`config.mk`:
```
export PLATFORM = sky130hd
export DESIGN_NAME = seq_shift_add_mult
export DESIGN_NICKNAME = d
export VERILOG_FILES = /design/src/rtl/seq_shift_add_mult.sv
export SDC_FILE = /design/constraint.sdc
export NUM_CORES = 1
export LEC_CHECK = 0
export BUFFER_PORTS_ARGS = -buffer_cell sky130_fd_sc_hd__buf_2
export CAP_MARGIN = 20
export CORE_UTILIZATION = 46
export CTS_BUF_LIST = sky130_fd_sc_hd__clkbuf_8
export CTS_CLUSTER_DIAMETER = 150
export DETAILED_ROUTE_END_ITERATION = 12
export PLACE_DENSITY_LB_ADDON = 0.05
export SETUP_SLACK_MARGIN = 0.15
export SYNTH_ARGS = -nofsm -noshare
export SYNTH_HDL_FRONTEND = slang
export SYNTH_HIERARCHICAL = 1
export SYNTH_SLANG_ARGS = --single-unit
```
`constraint.sdc`:
```
create_clock -name clk -period 2.7 [get_ports clk]
set_input_delay 0.27 -clock clk [delete_from_list [all_inputs] [get_ports clk]]
set_output_delay 0.27 -clock clk [all_outputs]
set_load 0.01 [all_outputs]
```
`src/rtl/seq_shift_add_mult.sv`:
```
`default_nettype none
// ---------------------------------------------------------------------------
// seq_shift_add_mult / claAdder : 16x16->32 unsigned shift-and-add multiplier
// Revision: 1.0
// ---------------------------------------------------------------------------

module claAdder (
  input  logic [15:0] in1,
  input  logic [15:0] in2,
  input  logic        cin,
  output logic [15:0] sum,
  output logic        cout
);
  logic [3:0] grp_g;
  logic [3:0] grp_p;
  logic [3:0] grp_c;

  // Group carries are fully expanded so no carry ripples between nibbles.
  assign grp_c[0] = cin;
  assign grp_c[1] = grp_g[0] | (grp_p[0] & cin);
  assign grp_c[2] = grp_g[1] | (grp_p[1] & grp_g[0]) | (grp_p[1] & grp_p[0] & cin);
  assign grp_c[3] = grp_g[2] | (grp_p[2] & grp_g[1]) | (grp_p[2] & grp_p[1] & grp_g[0])
                  | (grp_p[2] & grp_p[1] & grp_p[0] & cin);
  assign cout     = grp_g[3] | (grp_p[3] & grp_g[2]) | (grp_p[3] & grp_p[2] & grp_g[1])
                  | (grp_p[3] & grp_p[2] & grp_p[1] & grp_g[0])
                  | (grp_p[3] & grp_p[2] & grp_p[1] & grp_p[0] & cin);

  genvar k;
  generate
    for (k = 0; k < 4; k++) begin : g_grp
      logic [3:0] gi;
      logic [3:0] pi;
      logic [3:0] cc;

      assign gi = in1[4*k +: 4] & in2[4*k +: 4];
      assign pi = in1[4*k +: 4] ^ in2[4*k +: 4];

      assign cc[0] = grp_c[k];
      assign cc[1] = gi[0] | (pi[0] & grp_c[k]);
      assign cc[2] = gi[1] | (pi[1] & gi[0]) | (pi[1] & pi[0] & grp_c[k]);
      assign cc[3] = gi[2] | (pi[2] & gi[1]) | (pi[2] & pi[1] & gi[0])
                   | (pi[2] & pi[1] & pi[0] & grp_c[k]);

      assign grp_g[k] = gi[3] | (pi[3] & gi[2]) | (pi[3] & pi[2] & gi[1])
                      | (pi[3] & pi[2] & pi[1] & gi[0]);
      assign grp_p[k] = &pi;

      assign sum[4*k +: 4] = pi ^ cc;
    end
  endgenerate
endmodule

module seq_shift_add_mult #(
  parameter int WIDTH = 16,
  parameter int CNT_W = 5
) (
  input  logic                 clk,
  input  logic                 rst,
  input  logic                 in_valid,
  output logic                 in_ready,
  input  logic [WIDTH-1:0]     a,
  input  logic [WIDTH-1:0]     b,
  output logic                 out_valid,
  input  logic                 out_ready,
  output logic [2*WIDTH-1:0]   product,
  output logic                 busy
);
  localparam logic [1:0] ST_IDLE = 2'd0;
  localparam logic [1:0] ST_CALC = 2'd1;
  localparam logic [1:0] ST_DONE = 2'd2;

  localparam logic [CNT_W-1:0] CNT_LAST = CNT_W'(WIDTH - 1);

  logic [1:0]       state_q, state_d;
  logic [WIDTH-1:0] m_q, m_d;
  logic [WIDTH-1:0] acc_q, acc_d;
  logic [WIDTH-1:0] mq_q, mq_d;
  logic [CNT_W-1:0] cnt_q, cnt_d;

  logic [WIDTH-1:0] add_in2;
  logic [WIDTH-1:0] add_sum;
  logic             add_cout;

  assign add_in2 = mq_q[0] ? m_q : '0;

  claAdder u_adder (
    .in1  (acc_q),
    .in2  (add_in2),
    .cin  (1'b0),
    .sum  (add_sum),
    .cout (add_cout)
  );

  // The adder carry is shifted straight into the accumulator MSB each cycle,
  // so the carry bit of {C,A,Q} never needs its own storage.
  always_comb begin
    state_d = state_q;
    m_d     = m_q;
    acc_d   = acc_q;
    mq_d    = mq_q;
    cnt_d   = cnt_q;
    case (state_q)
      ST_IDLE: begin
        if (in_valid) begin
          m_d     = a;
          mq_d    = b;
          acc_d   = '0;
          cnt_d   = '0;
          state_d = ST_CALC;
        end
      end
      ST_CALC: begin
        acc_d = {add_cout, add_sum[WIDTH-1:1]};
        mq_d  = {add_sum[0], mq_q[WIDTH-1:1]};
        cnt_d = cnt_q + CNT_W'(1);
        if (cnt_q == CNT_LAST) begin
          state_d = ST_DONE;
        end
      end
      ST_DONE: begin
        if (out_ready) begin
          state_d = ST_IDLE;
        end
      end
      default: state_d = ST_IDLE;
    endcase
  end

  always_ff @(posedge clk) begin
    if (rst) begin
      state_q <= ST_IDLE;
      m_q     <= '0;
      acc_q   <= '0;
      mq_q    <= '0;
      cnt_q   <= '0;
    end else begin
      state_q <= state_d;
      m_q     <= m_d;
      acc_q   <= acc_d;
      mq_q    <= mq_d;
      cnt_q   <= cnt_d;
    end
  end

  assign in_ready  = (state_q == ST_IDLE) & ~rst;
  assign out_valid = (state_q == ST_DONE);
  assign busy      = (state_q == ST_CALC);
  assign product   = {acc_q, mq_q};
endmodule
`default_nettype wire
```
After elaboration in Yosys (flattened, before gate mapping)
Cells that the tools add are included.
{ "classes": {"add_sub_neg": 1, "muxes": 11, "n_bitwise": 113, "reduce_logical": 8, "eq_ne": 6} }
{ "ops": {"columns": ["operator", "n"], "rows": [
  ["case mux 16 bit (2 select lines)", 2],
  ["bitwise AND 1 bit", 61],
  ["two-way mux 16 bit", 3],
  ["bitwise OR 1 bit", 39],
  ["XOR 4 bit", 8],
  ["bitwise AND 4 bit", 4],
  ["AND reduction 4 bit", 3],
  ["case mux 5 bit (2 select lines)", 1],
  ["two-way mux 2 bit", 3],
  ["case mux 2 bit (3 select lines)", 1],
  ["adder 5 x 1 -> 5 bit, second input constant", 1],
  ["equality test 5 x 4 -> 1 bit, second input constant", 1],
  ["two-way mux 5 bit", 1],
  ["inequality test 2 x 1 -> 1 bit, second input constant", 2],
  ["AND reduction 2 bit", 2],
  ["AND reduction 3 bit", 1],
  ["equality test 2 x 1 -> 1 bit, second input constant", 1],
  ["equality test 2 bit, second input constant", 1],
  ["logical NOT 2 bit", 1],
  ["inequality test 2 bit, second input constant", 1],
  ["nonzero test 2 bit", 1],
  ["NOT 1 bit", 1]
]} }
{ "word_totals": {"output_inout_bits": 35, "regBits": 55, "in_bits": 36} }

Depth between registers and ports, before layout
Gate-level depths: netlist of the first run.
{ "depth": {"word_depth": 13, "depth_mapped": 12} }

Modules after synthesis
Netlist of the first run, hierarchy kept.
{ "by_module_without_submodules": {"columns": ["module", "cells_per_inst", "area_per_inst_um2", "n_inst", "seq_area_each_um2"], "rows": [
  ["seq_shift_add_mult", 289, 2308.5, 1, 1101.1],
  ["claAdder", 106, 833.3, 1, 0.0]
]} }

Worst setup path after synthesis of the first run
OpenSTA, ideal clock, no wires.
{ "synth_timing": {"path_type": "register to register", "start": "reg mq_q[0]", "end": "reg acc_q[12]", "arrival_ps": 2384, "path_stages_with_launch": 13, "slack_ps": 184, "setup_time_ps": 132, "t_required_ps": 2568, "cell_sequence": "dfxtp_1 -> clkbuf_1 -> and2_1 -> ha_1 -> a21o_1 -> o21ba_1 -> nor2_1 -> and3_1 -> inv_1 -> fa_1 -> xor2_1 -> nand2_1 -> a21oi_1"} }
{ "synth_between": {"elab_cells_between_ends": 44, "classes_between": "mux: 2; bitwise: 40; reduce/logical: 2"} }
{ "synth_lines": {"columns": ["element", "line_no", "source"], "rows": [
  ["start, declared", "77", "logic [WIDTH-1:0] mq_q, mq_d;"],
  ["start signal, assigned", "140", "mq_q <= mq_d;"],
  ["two-way mux 16 bit (*)", "84", "assign add_in2 = mq_q[0] ? m_q : '0;"],
  ["via add_in2[9]", "80", "logic [WIDTH-1:0] add_in2;"],
  ["bitwise AND 4 bit or XOR 4 bit (tied branches)", "35, 36", null],
  ["bitwise AND 1 bit (on tied branches)", "44, 45", null],
  ["bitwise OR 1 bit or bitwise AND 1 bit (tied branches)", "44, 45", null],
  ["bitwise OR 1 bit", "45", "| (pi[3] & pi[2] & pi[1] & gi[0]);"],
  ["bitwise OR 1 bit", "22", "assign grp_c[3] = grp_g[2] | (grp_p[2] & grp_g[1]) | (grp_p[2] & grp_p[1] & grp_g[0])"],
  ["bitwise OR 1 bit (*)", "22", null],
  ["bitwise AND 1 bit (*)", "39", "assign cc[1] = gi[0] | (pi[0] & grp_c[k]);"],
  ["bitwise OR 1 bit (*)", "39", null],
  ["XOR 4 bit (*)", "48", "assign sum[4*k +: 4] = pi ^ cc;"],
  ["via add_sum[13]", "81", "logic [WIDTH-1:0] add_sum;"],
  ["case mux 16 bit (2 select lines) (*)", "102", "case (state_q)"],
  ["end signal, assigned", "133", "acc_q <= '0;"],
  ["end signal, assigned", "139", "acc_q <= acc_d;"],
  ["end, declared", "76", "logic [WIDTH-1:0] acc_q, acc_d;"]
]} }
Mark *: on every way through the listed nets, which the timed path passes. The rest lies on a longest branch.
A chain may end at the register's enable or synchronous reset.

Worst setup path in the final report of the first run
{ "layout_timing": {"start": "reg mq_q[0]", "end": "reg acc_q[7]"} }
{ "layout_between": {"elab_chain_cells": 10, "elab_cells_between_ends": 27, "classes_between": "mux: 2; bitwise: 24; reduce/logical: 1"} }
{ "layout_lines": {"columns": ["element", "line_no", "source"], "rows": [
  ["two-way mux 16 bit (*)", "84", null],
  ["via add_in2[3]", "80", null],
  ["XOR 4 bit", "36", "assign pi = in1[4*k +: 4] ^ in2[4*k +: 4];"],
  ["bitwise AND 1 bit (on tied branches)", "44, 45", null],
  ["bitwise OR 1 bit (tied with other cells)", "44", "assign grp_g[k] = gi[3] | (pi[3] & gi[2]) | (pi[3] & pi[2] & gi[1])"],
  ["bitwise OR 1 bit or bitwise AND 1 bit (tied branches)", "44, 45", null],
  ["bitwise OR 1 bit (*)", "45", null],
  ["bitwise AND 1 bit (*)", "21", "assign grp_c[2] = grp_g[1] | (grp_p[1] & grp_g[0]) | (grp_p[1] & grp_p[0] & cin);"],
  ["bitwise OR 1 bit (*)", "21", null],
  ["XOR 4 bit (*)", "48", null],
  ["via add_sum[8]", "81", null],
  ["case mux 16 bit (2 select lines) (*)", "102", null]
]} }
Marks and branches as above.

==> flow_summary.toml, run 1 <==
[status]
status = "finished clean"

[setup_path]
required_ps = 2950
start_kind = "flip-flop"
arrival_ps = 2710
cp_max_fo = 6
end_kind = "flip-flop"
critPathKind = "flip-flop to flip-flop"

[synthesis]
synth-main-ff-cell = "dfxtp_1"
synth.distinct_cells = 52
ys_seq_area_share_pct = 35.0
synth_area_mm2 = 0.00314
yosysTopAreaCell = "dfxtp_1"
ys_ff_latch = 55
ys_warn_count = 6
syn_avg_cell_area_um2 = 7.95
synth_edf_count = 0
syn_inst = 395
synthArstFlopShare_pct = 0
synth_top_area_share_pct = 35.0
synth_area_leaders = "dfxtp_1, a21oi_1, nand2_1"

[floorplan]
io_pins = 71
coreArea_mm2 = 0.00646
placementRows = 29
die_w_um = 84.6
die_y_um = 84.6
initial_core_util_pct = 48.6
dieArea_mm2 = 0.00716

[final_layout]
fill_cells = 629
drive_gt1_share_pct = 24.9
regArea_mm2 = 0.00110
final_core_util_pct = 57.4
multiInputGateArea_mm2 = 0.00194
fin_nets = 518
area_delta_synth_final_pct = 18.0
diodes = 0

[detailed_routing]
first_pass_iters = 6
wl_mm = 7.69
vias_per_cell = 5.43
ant_nets = 0
wl_per_cell_um = 14.3
drc_errors = 0
drt_iter0_markers = 168
dr_total_vias = 2920

[clocking]
htree_levels = 2
cts_made_buffers = 5
cts_root_buf = "clkbuf_8"
cts_hold_buffers = 0
cts.sinks = 55
worstSkewPairLatency_ps = 310
clk_pin_slew_ps = 100
cts_tree = "done"
cts_buffer_depth = 2

[timing]
rsz0062_at_grt = "no"
setup_viol = 0
max_freq_mhz = 406
slew_violations = 0
slew_headroom_pct = 45.5
hold_violations = 0
fin_ws_ps = 239
clock_skew_ps = 8.49
finalSetupTns_ps = 0
final.min_clock_period_ps = 2460
tightest_slew_ps = 816
period_share_pct = 91.1

[global_routing]
grt_pass1_wl_mm = 12.7
grt_max_degree = 38
grt-ovfl-total = 0
grt_pass1_vias = 2658
antenna_found_initial = 0
track_usage_pct = 21.9

[hold_path]
hold_class = "primary input to flip-flop"

[placement]
dpl.hpwl_mm = 5.08
numPortBuffers = 70
routabilityCongestion = 0.866
place_ws_ps = 30.7

[power]
ir_drop_uv = 238
p_leak_nw = 1.68
powerDensity_mw_per_mm2 = 438
finalPower_mw = 1.62

[flow_run]
max_cap_viol_count = 0
[metal layers]
metal	up-vias	part of all wire [%]	track usage, %
li1	1489	-	-
met1	1362	49	28.6
met2	65	46	37.0
met3	4	4.2	4.62
met4	0	0.81	5.08
met5	-	0	0
[placed cells by master (no fill, tap or decap), drive strengths merged, types with 4 or more instances in the layout]
cell,Yosys,final
a211oi,18,18
a21oi,59,59
and2,16,16
and3,4,4
buf,17,81
clkbuf,7,5
dfxtp,55,55
fa,4,4
ha,18,18
inv,13,14
nand2,72,72
nand3,26,26
nor2,32,32
nor3,4,4
o21a,4,4
o21ai,4,4
xnor2,6,6
[worst paths after layout]
| check | from | end | slack, ps | cells past startpoint |
|---|---|---|---|---|
| max reg2reg | mq_q[0]$_SDFFE_PP0P_ | acc_q[7]$_SDFFE_PP0P_ | 240 | 10 |
| min reg2reg | m_q[8]$_SDFFE_PP0P_ | m_q[8]$_SDFFE_PP0P_ | 450 | 2 |
| max | mq_q[0]$_SDFFE_PP0P_ | acc_q[7]$_SDFFE_PP0P_ | 240 | 10 |
| min | b[0] | mq_q[0]$_SDFFE_PP0P_ | 180 | 3 |
[repair_timing]
action	4_1_cts	5_1_grt
gates cloned	0	0
pin swaps	0	6
endpoints found under the hold margin	0	0
buffers inserted	0	3
endpoints found under the setup margin	4	5
gates resized for setup	1	18
[stage by stage]
step / instance area [um2] / cells / hold slack, ps
2_1_floorplan: 3150 / 396 / 406
3_5_place_dp: 3500 / 527 / 445
4_1_cts: 3590 / 535 / 180
5_1_grt: 3710 / 538 / 181
6_report: 3710 / 538 / 181
3_3_place_gp: 3500 / 527 / 445
[sequential cells by signal, indices dropped and copies added (netlist names)]
register,count
cnt_q,5
state_q,2
m_q,16
mq_q,16
acc_q,16
[critical path: stages, from the launching register on]
cell     delay [ps]
dfxtp_4         390
buf_4           160
and2_1          180
ha_4            240
a21oi_2         130
nand2_2         100
o211a_4         260
or2_4           260
fa_2            520
nand2_1          50
a21oi_1         110
[synthesized netlist by cell type (6+ instances only)]
cell	instances
nor2_1	30
ha_1	18
inv_1	13
a21oi_1	57
clkbuf_1	7
nand2_1	71
xnor2_1	6
dfxtp_1	55
and2_1	16
a211oi_1	18
buf_2	10
nand3_1	26
[cell type report]
cell class                      count  share of cell area [%]
Multi-Input combinational cell    304                    52.3
Sequential cell                    55                    29.8
Timing Repair Buffer               81                    11.7
Tap cell                           77                    2.60
Clock buffer                        5                    1.86
Inverter                           13                    1.32
Clock inverter                      3                   0.439
[cells by family (layout without fill, tap and decap cells)]
family,Yosys count,after routing,synth area share [%]
flops,55,55,35.0
xor+xnor,8,8,2.23
other cells,1,2,0.119
fa+ha+maj,22,22,9.72
simple gates,166,166,24.3
buf+inv,37,102,6.25
compound gates,106,106,22.3
[report_power, final]
part / switching [mW] / internal [mW] / total (mW)
Combinational: 0.166 / 0.108 / 0.274
Clock: 0.281 / 0.179 / 0.460
Sequential: 0.0342 / 0.854 / 0.888
No activity file was read; power rests on OpenSTA's default activity.
==> inputs of run 2 (changes only) <==
ABC_AREA = 1   (was not set)
==> flow_summary.toml, run 2 <==
[setup_path]
cpMostUsedCell = "nand2_1"
crit_slowest_cell = "fa_1"
required_ps = 2960
critical_path.top_delay_family = "adder cells"
r2r_end = "acc_q[12]$_SDFFE_PP0P_"
r2r_cells = 14
timing.rr.start = "mq_q[0]$_SDFFE_PP0P_"
path_cells = "buf_4 > nand2_1 > inv_1 > ha_1 > nand2_1 > nand2_1 > nand2_1 > nand2_1 > a21oi_1 > nand2_2 > fa_1 > xor2_1 > nand2_1 > a21oi_1"
start_kind = "flip-flop"
worst_path_largest_cell_delay_ps = 380
critPathKind = "flip-flop to flip-flop"
cp_max_fo = 13
end_kind = "flip-flop"
r2r_setup_slack_ps = 380
arrival_ps = 2580
crit_buf_inv = 2

[timing]
setup_viol = 0
final.min_clock_period_ps = 2320
slew_headroom_pct = 57.3
max_freq_mhz = 431
fin_ws_ps = 382
hold_violations = 0
tightest_slew_ps = 639
slew_violations = 0
finalSetupTns_ps = 0
clock_skew_ps = 7.25
period_share_pct = 85.8
whs_ps = 190
rsz0062_at_grt = "no"

[final_layout]
diodes = 0
final_cell_mix = "nand2_1, nor2_1, buf_2, inv_1, dfxtp_1"
drive_gt1_share_pct = 18.1
final_common_cell = "nand2_1"
layoutNonFillerInstCount = 627
largestRegisters = "acc_q: 16 flops, m_q: 16 flops, mq_q: 16 flops"
fin_nets = 604
area_delta_synth_final_pct = 14.4

[synthesis]
ys_ff_latch = 55
yosysMostFrequentCell = "nand2_1"
synthArstFlopShare_pct = 0
synth-main-ff-cell = "dfxtp_1"
synthTopCellsByCount = "nand2_1, nor2_1, inv_1, dfxtp_1, o21ai_0"
synth_top_area_share_pct = 34.4
synth_area_leaders = "dfxtp_1, nand2_1, nor2_1"
syn_inst = 483
ys_seq_area_share_pct = 34.4
ys_warn_count = 6
syn_avg_cell_area_um2 = 6.63
yosysTopAreaCell = "dfxtp_1"
synth_area_mm2 = 0.00320
synth.distinct_cells = 34
synth_edf_count = 0

[power]
p_leak_nw = 2.01
finalPower_mw = 1.68
powerDensity_mw_per_mm2 = 458
ir_drop_uv = 231

[detailed_routing]
wl_per_cell_um = 10.9
dr_total_vias = 2935
wl_mm = 6.82
drc_errors = 0
first_pass_iters = 4
vias_per_cell = 4.68
ant_nets = 0
drt_iter0_markers = 95

[placement]
routabilityCongestion = 0.828
place_ws_ps = 328
numPlacedInstances = 619
numPortBuffers = 70
dpl.hpwl_mm = 4.87

[floorplan]
die_y_um = 85.5
coreArea_mm2 = 0.00676
placementRows = 30
io_pins = 71
die_w_um = 85.5
dieArea_mm2 = 0.00730
initial_core_util_pct = 47.4

[clocking]
htree_levels = 2
clk_pin_slew_ps = 110
worstSkewPairLatency_ps = 320
cts_made_buffers = 5
cts_root_buf = "clkbuf_8"
post_cts.repair.setup_buffers = 0
cts_buffer_depth = 2
cts_tree = "done"
cts.sinks = 55

[hold_path]
holdPathStages = 3
whs_endpoint = "m_q[11]$_SDFFE_PP0P_"
hold_class = "primary input to flip-flop"
min_from = "a[11]"

[global_routing]
grt_pass1_vias = 2582
grt_max_degree = 54
track_usage_pct = 19.5
grt-ovfl-total = 0
antenna_found_initial = 0
grt_pass1_wl_mm = 11.4

[flow_run]
max_cap_viol_count = 0

[status]
status = "finished clean"
## run 2: cell types whose count changed after synthesis, sizes merged, moves of 3 or more
cell	delta
buf	-3
nand2	+81
o21a	-3
nor2	+40
a21oi	-29
xnor2	-3
inv	+52
o41ai	-3
o21ai	+31
a211oi	-18
nand3	-17
nor3	-3
nand2b	-3
and2	-14
## run 2: area by class of cell
class / count / area [um2]
clock buffers: 5 / 68.8
well taps: 80 / 100
clock inverters: 3 / 28.8
inverters: 65 / 244
fillers: 713 / 3090
repair buffers: 74 / 380
multi-input cells: 345 / 1740
flip-flops and latches: 55 / 1100
## run 2: what timing repair did
action                     4_1_cts  5_1_grt
hold buffers                     0        0
gates resized for setup          0        1
setup endpoints to repair        0        2
## run 2: cells by family (layout without fill, tap and decap cells)
logic type                 count (synthesis)  count (layout)  synth area share [%]
buffers and inverters                     84             147                  11.4
adders and majority gates                 22              22                  9.53
xor gates and xnor gates                   7               7                  1.91
and+or+nand+nor                          243             243                  30.8
DFF                                       55              55                  34.4
AOI/OAI and AO/OA                         71              71                  11.9
other                                      1               2                 0.117
## run 2: tightest hold or removal path, delay by kind of cell
kind | cells | cell delay [ps]
simple gates | 1 | 70
compound gates | 1 | 70
buf+inv | 1 | 70
## run 2: how the worst max path moves through the flow
stage | end | from | cells after the start
after floorplan | acc_q[12]$_SDFFE_PP0P_ | mq_q[0]$_SDFFE_PP0P_ | 15
after global routing | acc_q[12]$_SDFFE_PP0P_ | mq_q[0]$_SDFFE_PP0P_ | 14
after CTS | acc_q[12]$_SDFFE_PP0P_ | mq_q[0]$_SDFFE_PP0P_ | 14
final | acc_q[12]$_SDFFE_PP0P_ | mq_q[0]$_SDFFE_PP0P_ | 14
after detailed placement | acc_q[12]$_SDFFE_PP0P_ | mq_q[0]$_SDFFE_PP0P_ | 14
after global placement | acc_q[12]$_SDFFE_PP0P_ | mq_q[0]$_SDFFE_PP0P_ | 14
## run 2: power by group
| group | switching (mW) | total [mW] | internal [mW] |
|---|---|---|---|
| sequential | 0.0326 | 0.893 | 0.860 |
| combinational | 0.181 | 0.293 | 0.112 |
| clock | 0.301 | 0.494 | 0.193 |
## run 2: per-layer routing
layer / global-route usage [%] / wire length [um] / up-vias / share of wire (%)
met5: 0 / 0 / - / 0
met4: 4.55 / 57 / 0 / 0.84
met3: 4.47 / 271 / 6 / 4.0
met2: 31.3 / 2890 / 58 / 42
met1: 26.6 / 3600 / 1262 / 53
li1: - / - / 1609 / -
## run 2: through the flow
stage | cell area [um2] | utilization [%]
detailed placement | 3570 | 52.8
global placement | 3570 | 52.8
floorplan | 3210 | -
global route | 3660 | 54.2
finish | 3660 | 54.2
CTS | 3660 | 54.2
